--- config.mk ---
export PLATFORM = sky130hd
export DESIGN_NAME = upcnt_ctrl_core
export DESIGN_NICKNAME = d
export VERILOG_FILES = /design/src/rtl/upcnt_ctrl_core.sv
export SDC_FILE = /design/constraint.sdc
export NUM_CORES = 1
export LEC_CHECK = 0
export CORE_UTILIZATION = 30
export DETAILED_ROUTE_END_ITERATION = 7
export GPL_TIMING_DRIVEN = 0
export HOLD_SLACK_MARGIN = 0.15
export PLACE_DENSITY_LB_ADDON = 0.25
export REMOVE_ABC_BUFFERS = 1
export SLEW_MARGIN = 20
export SYNTH_ARGS = -nofsm -noshare
export SYNTH_HDL_FRONTEND = slang
export SYNTH_SLANG_ARGS = --single-unit
export TNS_END_PERCENT = 30
--- constraint.sdc ---
create_clock -name clk -period 3.5 [get_ports clk]
set_input_delay 1.05 -clock clk [delete_from_list [all_inputs] [get_ports clk]]
set_output_delay 1.05 -clock clk [all_outputs]
set_load 0.01 [all_outputs]
--- src/rtl/upcnt_ctrl_core.sv ---
// upcnt_ctrl_core: stopwatch control core.
// Decodes run/clear/mode commands from a UART byte stream and three debounced
// buttons, sequences a STOP/RUN/CLEAR state machine, and drives a prescaled
// up/down counter with wrap indication.
//
// Ports:
//   clk          system clock, rising edge
//   reset        asynchronous active-low reset
//   i_rx_data    received UART byte, qualified by i_rx_done
//   i_rx_done    one-cycle strobe for i_rx_data
//   i_btn_run    debounced run/stop button (level)
//   i_btn_clear  debounced clear button (level)
//   i_btn_mode   debounced direction button (level)
//   o_count      current count value
//   o_run        1 while in RUN
//   o_dir        0 = count up, 1 = count down
//   o_tick       one-cycle pulse on every count step
//   o_wrap       one-cycle pulse when the count wraps
module upcnt_ctrl_core #(
  parameter int unsigned CNT_W    = 14,
  parameter int unsigned MAX_CNT  = 9999,
  parameter int unsigned TICK_DIV = 10_000_000,
  parameter int unsigned DIV_W    = 24
) (
  input  logic             clk,
  input  logic             reset,
  input  logic [7:0]       i_rx_data,
  input  logic             i_rx_done,
  input  logic             i_btn_run,
  input  logic             i_btn_clear,
  input  logic             i_btn_mode,
  output logic [CNT_W-1:0] o_count,
  output logic             o_run,
  output logic             o_dir,
  output logic             o_tick,
  output logic             o_wrap
);

  localparam logic [CNT_W-1:0] MAX_V      = CNT_W'(MAX_CNT);
  localparam logic [DIV_W-1:0] PRESC_LAST = DIV_W'(TICK_DIV - 1);

  typedef enum logic [1:0] {
    ST_STOP,
    ST_RUN,
    ST_CLEAR
  } state_t;

  state_t           state_q, state_d;
  logic [2:0]       btn_d1_q, btn_d2_q;   // {mode, clear, run}
  logic [DIV_W-1:0] presc_q, presc_d;
  logic [CNT_W-1:0] count_q, count_d;
  logic             dir_q, dir_d;
  logic             run_q, run_d;
  logic             tick_q, tick_d;
  logic             wrap_q, wrap_d;

  logic [2:0] btn_evt;
  logic       uart_run, uart_clr, uart_mode;
  logic       ev_run, ev_clr, ev_mode;

  // Two-stage edge detect: event fires the cycle after the button rises.
  assign btn_evt = btn_d1_q & ~btn_d2_q;

  assign uart_run  = i_rx_done && ((i_rx_data == 8'h52) || (i_rx_data == 8'h72));
  assign uart_clr  = i_rx_done && ((i_rx_data == 8'h43) || (i_rx_data == 8'h63));
  assign uart_mode = i_rx_done && ((i_rx_data == 8'h4D) || (i_rx_data == 8'h6D));

  // OR-merge: the same command from both sources in one cycle is one event.
  assign ev_run  = btn_evt[0] | uart_run;
  assign ev_clr  = btn_evt[1] | uart_clr;
  assign ev_mode = btn_evt[2] | uart_mode;

  always_comb begin
    state_d = state_q;
    presc_d = presc_q;
    count_d = count_q;
    dir_d   = dir_q ^ ev_mode;
    tick_d  = 1'b0;
    wrap_d  = 1'b0;

    unique case (state_q)
      ST_STOP: begin
        if (ev_clr)      state_d = ST_CLEAR;
        else if (ev_run) state_d = ST_RUN;
      end
      ST_RUN: begin
        if (ev_clr)      state_d = ST_CLEAR;
        else if (ev_run) state_d = ST_STOP;
      end
      ST_CLEAR: state_d = ST_STOP;
      default:  state_d = ST_STOP;
    endcase

    // Tick is judged on the current state, so a stop landing on a tick
    // cycle still completes that step.
    if (state_q == ST_RUN) begin
      if (presc_q == PRESC_LAST) begin
        presc_d = '0;
        tick_d  = 1'b1;
      end else begin
        presc_d = presc_q + 1'b1;
      end
    end

    // Step uses the direction already in effect; a simultaneous mode
    // toggle only affects later ticks.
    if (tick_d) begin
      if (!dir_q) begin
        if (count_q == MAX_V) begin
          count_d = '0;
          wrap_d  = 1'b1;
        end else begin
          count_d = count_q + 1'b1;
        end
      end else begin
        if (count_q == '0) begin
          count_d = MAX_V;
          wrap_d  = 1'b1;
        end else begin
          count_d = count_q - 1'b1;
        end
      end
    end

    // Entering CLEAR overrides any step in the same cycle; the preset
    // value follows the post-toggle direction.
    if (state_d == ST_CLEAR && state_q != ST_CLEAR) begin
      count_d = dir_d ? MAX_V : '0;
      presc_d = '0;
      tick_d  = 1'b0;
      wrap_d  = 1'b0;
    end

    run_d = (state_d == ST_RUN);
  end

  always_ff @(posedge clk or negedge reset) begin
    if (!reset) begin
      state_q  <= ST_STOP;
      btn_d1_q <= '0;
      btn_d2_q <= '0;
      presc_q  <= '0;
      count_q  <= '0;
      dir_q    <= 1'b0;
      run_q    <= 1'b0;
      tick_q   <= 1'b0;
      wrap_q   <= 1'b0;
    end else begin
      state_q  <= state_d;
      btn_d1_q <= {i_btn_mode, i_btn_clear, i_btn_run};
      btn_d2_q <= btn_d1_q;
      presc_q  <= presc_d;
      count_q  <= count_d;
      dir_q    <= dir_d;
      run_q    <= run_d;
      tick_q   <= tick_d;
      wrap_q   <= wrap_d;
    end
  end

  assign o_count = count_q;
  assign o_run   = run_q;
  assign o_dir   = dir_q;
  assign o_tick  = tick_q;
  assign o_wrap  = wrap_q;

endmodule

**After elaboration in Yosys (flattened, before gate mapping)**

Cells that the tools add are included.

- Output and inout bits: 18
- Register bits after elaboration: 50
- Word-level logic and storage cells: 63

- Bitwise gates (word level): 6
- Reductions and logical operators: 11
- Multiplexer cells: 22
- Add/subtract/negate cells: 3
- Equality and inequality tests: 12

Operator list:

| kind | number |
|---|---|
| $mux 14 | 6 |
| $mux 24 | 3 |
| $eq 8x7->1 const B | 6 |
| $add 24x1->24 const B | 1 |
| $eq 24x24->1 const B | 1 |
| $add 14x1->14 const B | 1 |
| $eq 14x14->1 const B | 1 |
| $logic_not 14->1 | 1 |
| $sub 14x1->14 const B | 1 |
| $mux 1 | 8 |
| $mux 2 | 4 |
| $eq 2x1->1 const B | 2 |
| $logic_and 1x1->1 | 4 |
| $pmux 2 s2 | 1 |
| $reduce_bool 2->1 | 2 |
| $and 3x3->3 | 1 |
| $logic_or 1x1->1 | 3 |
| $not 3->3 | 1 |
| $or 1x1->1 | 3 |
| $eq 2x2->1 const B | 1 |
| $logic_not 2->1 | 1 |
| $ne 2x2->1 const B | 1 |
| $xor 1x1->1 | 1 |

**Logic depth before layout (Yosys ltp)**

- Depth after elaboration: 10
- Mapped depth: 9
- Gate-level depth less buffers: 7

**Worst setup path before layout**

Ideal clock, no wire load.

- Path kind: input to register
- From: input i_rx_data[2]
- To: register count_q[1] (netlist: o_count[1])
- Cell stages on the path: 7
- Path buffers: 2
- Setup slack: 0.686 ns
- Arrival: 2.670 ns
- Cell sequence: nor4b_1 -> a21o_1 -> buf_2 -> o21ai_1 -> clkbuf_1 -> nor2_1 -> o221ai_1

- Cells in the longest elaborated chain, start to end: 10
- Elaborated cells between the ends (all ways): 26

RTL lines:

| what | line | RTL |
|---|---|---|
| from (decl) | 27 | `input logic [7:0] i_rx_data,` |
| $eq 8x7->1 | 64 | `assign uart_run = i_rx_done && ((i_rx_data == 8'h52) \|\| (i_rx_data == 8'h72));` |
| $logic_or 1x1->1 | 64 |  |
| $logic_and 1x1->1 | 64 |  |
| $or 1x1->1 | 69 | `assign ev_run = btn_evt[0] \| uart_run;` |
| $mux 2 (on tied branches) | 88, 84 |  |
| $mux 2 (on tied branches) | 87, 83 |  |
| $pmux 2 s2 | 81 | `unique case (state_q)` |
| $eq 2x2->1 | 127 | `if (state_d == ST_CLEAR && state_q != ST_CLEAR) begin` |
| $logic_and 1x1->1 | 127 |  |
| $mux 14 / $reduce_bool 2->1 (equally long branches) | -- |  |
| to (signal assigned) | 153 | `count_q <= count_d;` |
| to (decl) | 51 | `logic [CNT_W-1:0] count_q, count_d;` |

Several ways; a longest one is shown, not always the timed one.
A chain may end at the register's enable or synchronous reset.

**Worst setup path after layout**

Ends and elaborated chain as after synthesis.

==> results <==
- The floorplan step defined a die boundary enclosing roughly 0.011 mm^2.
- The floorplan row count is 37.
- The count of cells along the worst register-to-register path is 7.
- The number of iterations in the first detailed-routing pass is 4.
- In the synthesized netlist the async set-or-reset flop fraction comes to 1.00.
- The post-synthesis sequential element count is 50.
- The TritonCTS clock tree is done.
- The biggest area contributor in the post-synthesis netlist is dfrtp_1.
- In the synthesized netlist the dominant register cell turns out to be dfrtp_1.
- The wire-length estimate of the detail-placed layout is just over 6000 um.
- For this block, the initial DRC count from the detailed router was between 200 and 250.
- The number of global-route vias before repair came to between 2000 and 3000.
- Counting flops with a built-in enable in the synthesized netlist gives 0.
- Yosys attributes the largest share of cell area to dfrtp_1 38%, o21ai_0 4.3%, a21oi_1 3.4%, or4_1 3.0%, nand3_1 2.8%.
- The CTS root buffer is clkbuf_8.
- Clock-pin slew was measured on the worst setup and hold paths at 90 ps.
- The global routing usage summed across all routing layers is 0.165.
- The areal power density over the cells is around 500 mW/mm^2.
- The flow ran to the end, and the final reports show no timing, DRC or antenna violations.
- The area growth from synthesis to layout is 16.3%.
- The number of clock buffers added by TritonCTS is 5.
- The kind of critical path is in -> reg.
- The floorplan step set the die width to 106 um.
- The hold-fix buffer count after cts is 0.
- The gate count after technology mapping is around 370.
- STA classifies the critical path startpoint as an input pin.
- For this run, design rule violations remaining after detail routing come to 0.
- The insertion delay to the later sink of the worst-skew pair is around 300 ps.
- The summed instance area of the synthesized netlist is 0.00325 mm^2.
- IR analysis of the VDD net gives a maximum drop of around 200 uV.
- The number of top-level pins is 32.
- The highest-delay cell along the critical path is nor2_2.
- The final core utilization is 0.363.
- The clock sink count is 50.
- The share of synthesized area in the top cell type comes to 0.385.
- The deepest level of the CTS H-tree is 2.
- Setup slack closes at around 240 ps.
- The pin count of the biggest net entering global routing is roughly 50.
- The number of instances on the worst hold path is 0.
- The fraction of layout instances using a drive strength above 1 is 0.0751.
- The final global-route overflow total is 0.
- At the pin with the least slew margin, the transition time is between 800 and 900 ps.
- Routability-driven placement finished with a final weighted congestion of roughly 0.8.
- The peak clock frequency supported by timing is about 300 MHz.
- In this run the remaining antenna-violating nets after routing total 0.
- The remaining max-slew budget at the tightest pin is 0.404.
- The tightest min-delay check is of the reg -> reg type.
- The detail-routed net length per standard cell is between 15 and 20 um.
- Input and output buffers added on the ports amount to 30.
- The total placed cells including tap cells is about 520.
- OpenSTA, run right after detailed placement, puts the worst setup slack at -557 ps.
- Across the run, the number of max-cap violations was 0.
- Dividing the final minimum period by the clock period gives 0.932.
- The core region is 0.0104 mm^2.
- The static power due to leakage is 1.41 nW.
- The number of different library cells in the post-synthesis netlist is 63.
- The net count of the finished layout is approximately 400.
- The worst setup path is captured at a register.
- The total via count after detailed routing is just over 3000.
- The biggest fanout along the worst timing path is 14.
- The final instance area is about 0.0038 mm^2.
- By instance count, the leading cell after synthesis is dfrtp_1.
- Using the TritonRoute via totals, the vias-per-cell ratio works out to 5.79.
- The initial antenna violation count was 0.
- The critical path data required time is roughly 3700 ps.
- The final-report max-slew violation count is 0.
- The tightest hold path in the finished design has a slack of 376 ps.
- The worst path in the final design needs a cycle of roughly 3300 ps, including I/O delays and setup.
- The wire length of the first global-routing pass is about 15000 um.
- The maximum clock skew at final layout is roughly 11 ps.
- The synthesized area per cell is about 8.7 um^2.
- The final hold violation count was 0.
- The finished layout holds 522 standard cells, fillers aside.
- The final setup violation count is 0.
- STA puts the critical path data arrival time at 3420 ps.
- The starting density of the core is 0.312.
- The placed instances occupy a cell area of between 0.003 and 0.004 mm^2.
- The die boundary height is between 100 and 150 um.
- The final antenna diode count is 0.
- By count the netlist is led by 50 x dfrtp_1, 28 x o21ai_0.
- For this block, the routed nets add up to around 9000 um of wire.
- The signal on the critical path passes through clkdlybuf4s50_1 -> nor4b_2 -> a21o_1 -> a22oi_2 -> buf_8 -> nor2_2 -> o221ai_1.
- Setup repair after global routing left no endpoint under its margin.
- The total number of yosys warnings is 0.
- The largest incremental delay on the critical path is 480 ps.
- The share of the Yosys chip area taken by registers is 0.385.
- The maximum root-to-sink buffer count is 2.
-- logic make-up after synthesis --
family / Yosys count / synth area share
xor gates and xnor gates: 11 / 0.0296
DFF: 50 / 0.385
muxes: 5 / 0.0162
AOI/OAI and AO/OA: 104 / 0.221
buffers and inverters: 48 / 0.0588
and+or+nand+nor: 152 / 0.278
adders and majority gates: 3 / 0.0115
-- registers in the layout (all words and copies together) (netlist names) --
name,count
o_dir,1
o_count,14
btn_d2_q,3
presc_q,24
o_run,1
o_tick,1
o_wrap,1
btn_d1_q,3
state_q,2
-- worst max-delay path, delay by kind of cell --
kind | cells | cell delay (ps)
simple gates | 2 | 930
compound gates | 3 | 810
buf+inv | 2 | 630
-- area by class of cell --
| type | instances | area [um^2] |
|---|---|---|
| multi-input cells | 275 | 1840 |
| inverters | 22 | 82.6 |
| well taps | 136 | 170 |
| repair buffers | 33 | 352 |
| fillers | 1076 | 6630 |
| clock buffers | 6 | 82.6 |
| flip-flops and latches | 50 | 1250 |
-- worst paths after layout --
| kind | slack (ps) | from | end |
|---|---|---|---|
| min in group asynchronous | 770 | reset | o_tick$_DFF_PN0_ |
| max in group asynchronous | 2290 | reset | presc_q[3]$_DFFE_PN0P_ |
| setup reg to reg | 820 | o_count[1]$_DFFE_PN0P_ | o_count[5]$_DFFE_PN0P_ |
| hold reg to reg | 380 | btn_d1_q[2]$_DFF_PN0_ | btn_d2_q[2]$_DFF_PN0_ |
| hold / removal | 380 | btn_d1_q[2]$_DFF_PN0_ | btn_d2_q[2]$_DFF_PN0_ |
| setup / recovery | 240 | i_rx_data[2] | o_count[1]$_DFFE_PN0P_ |
-- per-stage QoR --
stage,power (mW),TNS [ps]
4_1_cts,1.91,0
6_report,1.89,0
3_5_place_dp,1.56,-8930
3_3_place_gp,1.53,-43680
2_1_floorplan,1.24,0
5_1_grt,2.03,0
-- timing repair --
item | in CTS | in global routing
setup endpoints to repair | 16 | 15
pin swaps | 0 | 0
cloned | 0 | 0
buffers inserted | 0 | 0
resized for setup | 2 | 1
-- layout by cell type, fill, tap and decap left out, drive strengths merged, types with 5 or more instances in the layout --
master | Yosys | routed
or4 | 15 | 15
clkbuf | 22 | 6
dfrtp | 50 | 50
nor2 | 22 | 22
nand2 | 17 | 17
and3 | 6 | 6
nor3 | 14 | 14
nor4b | 5 | 5
nor4 | 9 | 9
clkdlybuf4s50 | 0 | 29
a21oi | 22 | 22
xnor2 | 9 | 9
nand3 | 18 | 18
nand4 | 13 | 13
a211oi | 6 | 6
and2 | 6 | 6
inv | 22 | 22
and4 | 7 | 7
a22o | 5 | 5
o21ai | 29 | 29
-- layer usage --
metal  vias up  track usage  share of wire
li1       1463            -              -
met1      1466        0.213           0.45
met2        86        0.282           0.49
met3         7       0.0270          0.049
met4         0       0.0456         0.0078
met5         -            0              0
-- power breakdown --
group / total (mW) / internal (mW) / switching, mW
registers: 0.869 / 0.657 / 0.212
logic: 0.687 / 0.326 / 0.361
clock network: 0.338 / 0.153 / 0.185
total: 1.89 / 1.14 / 0.758
Power figures use the tool's default switching activity.
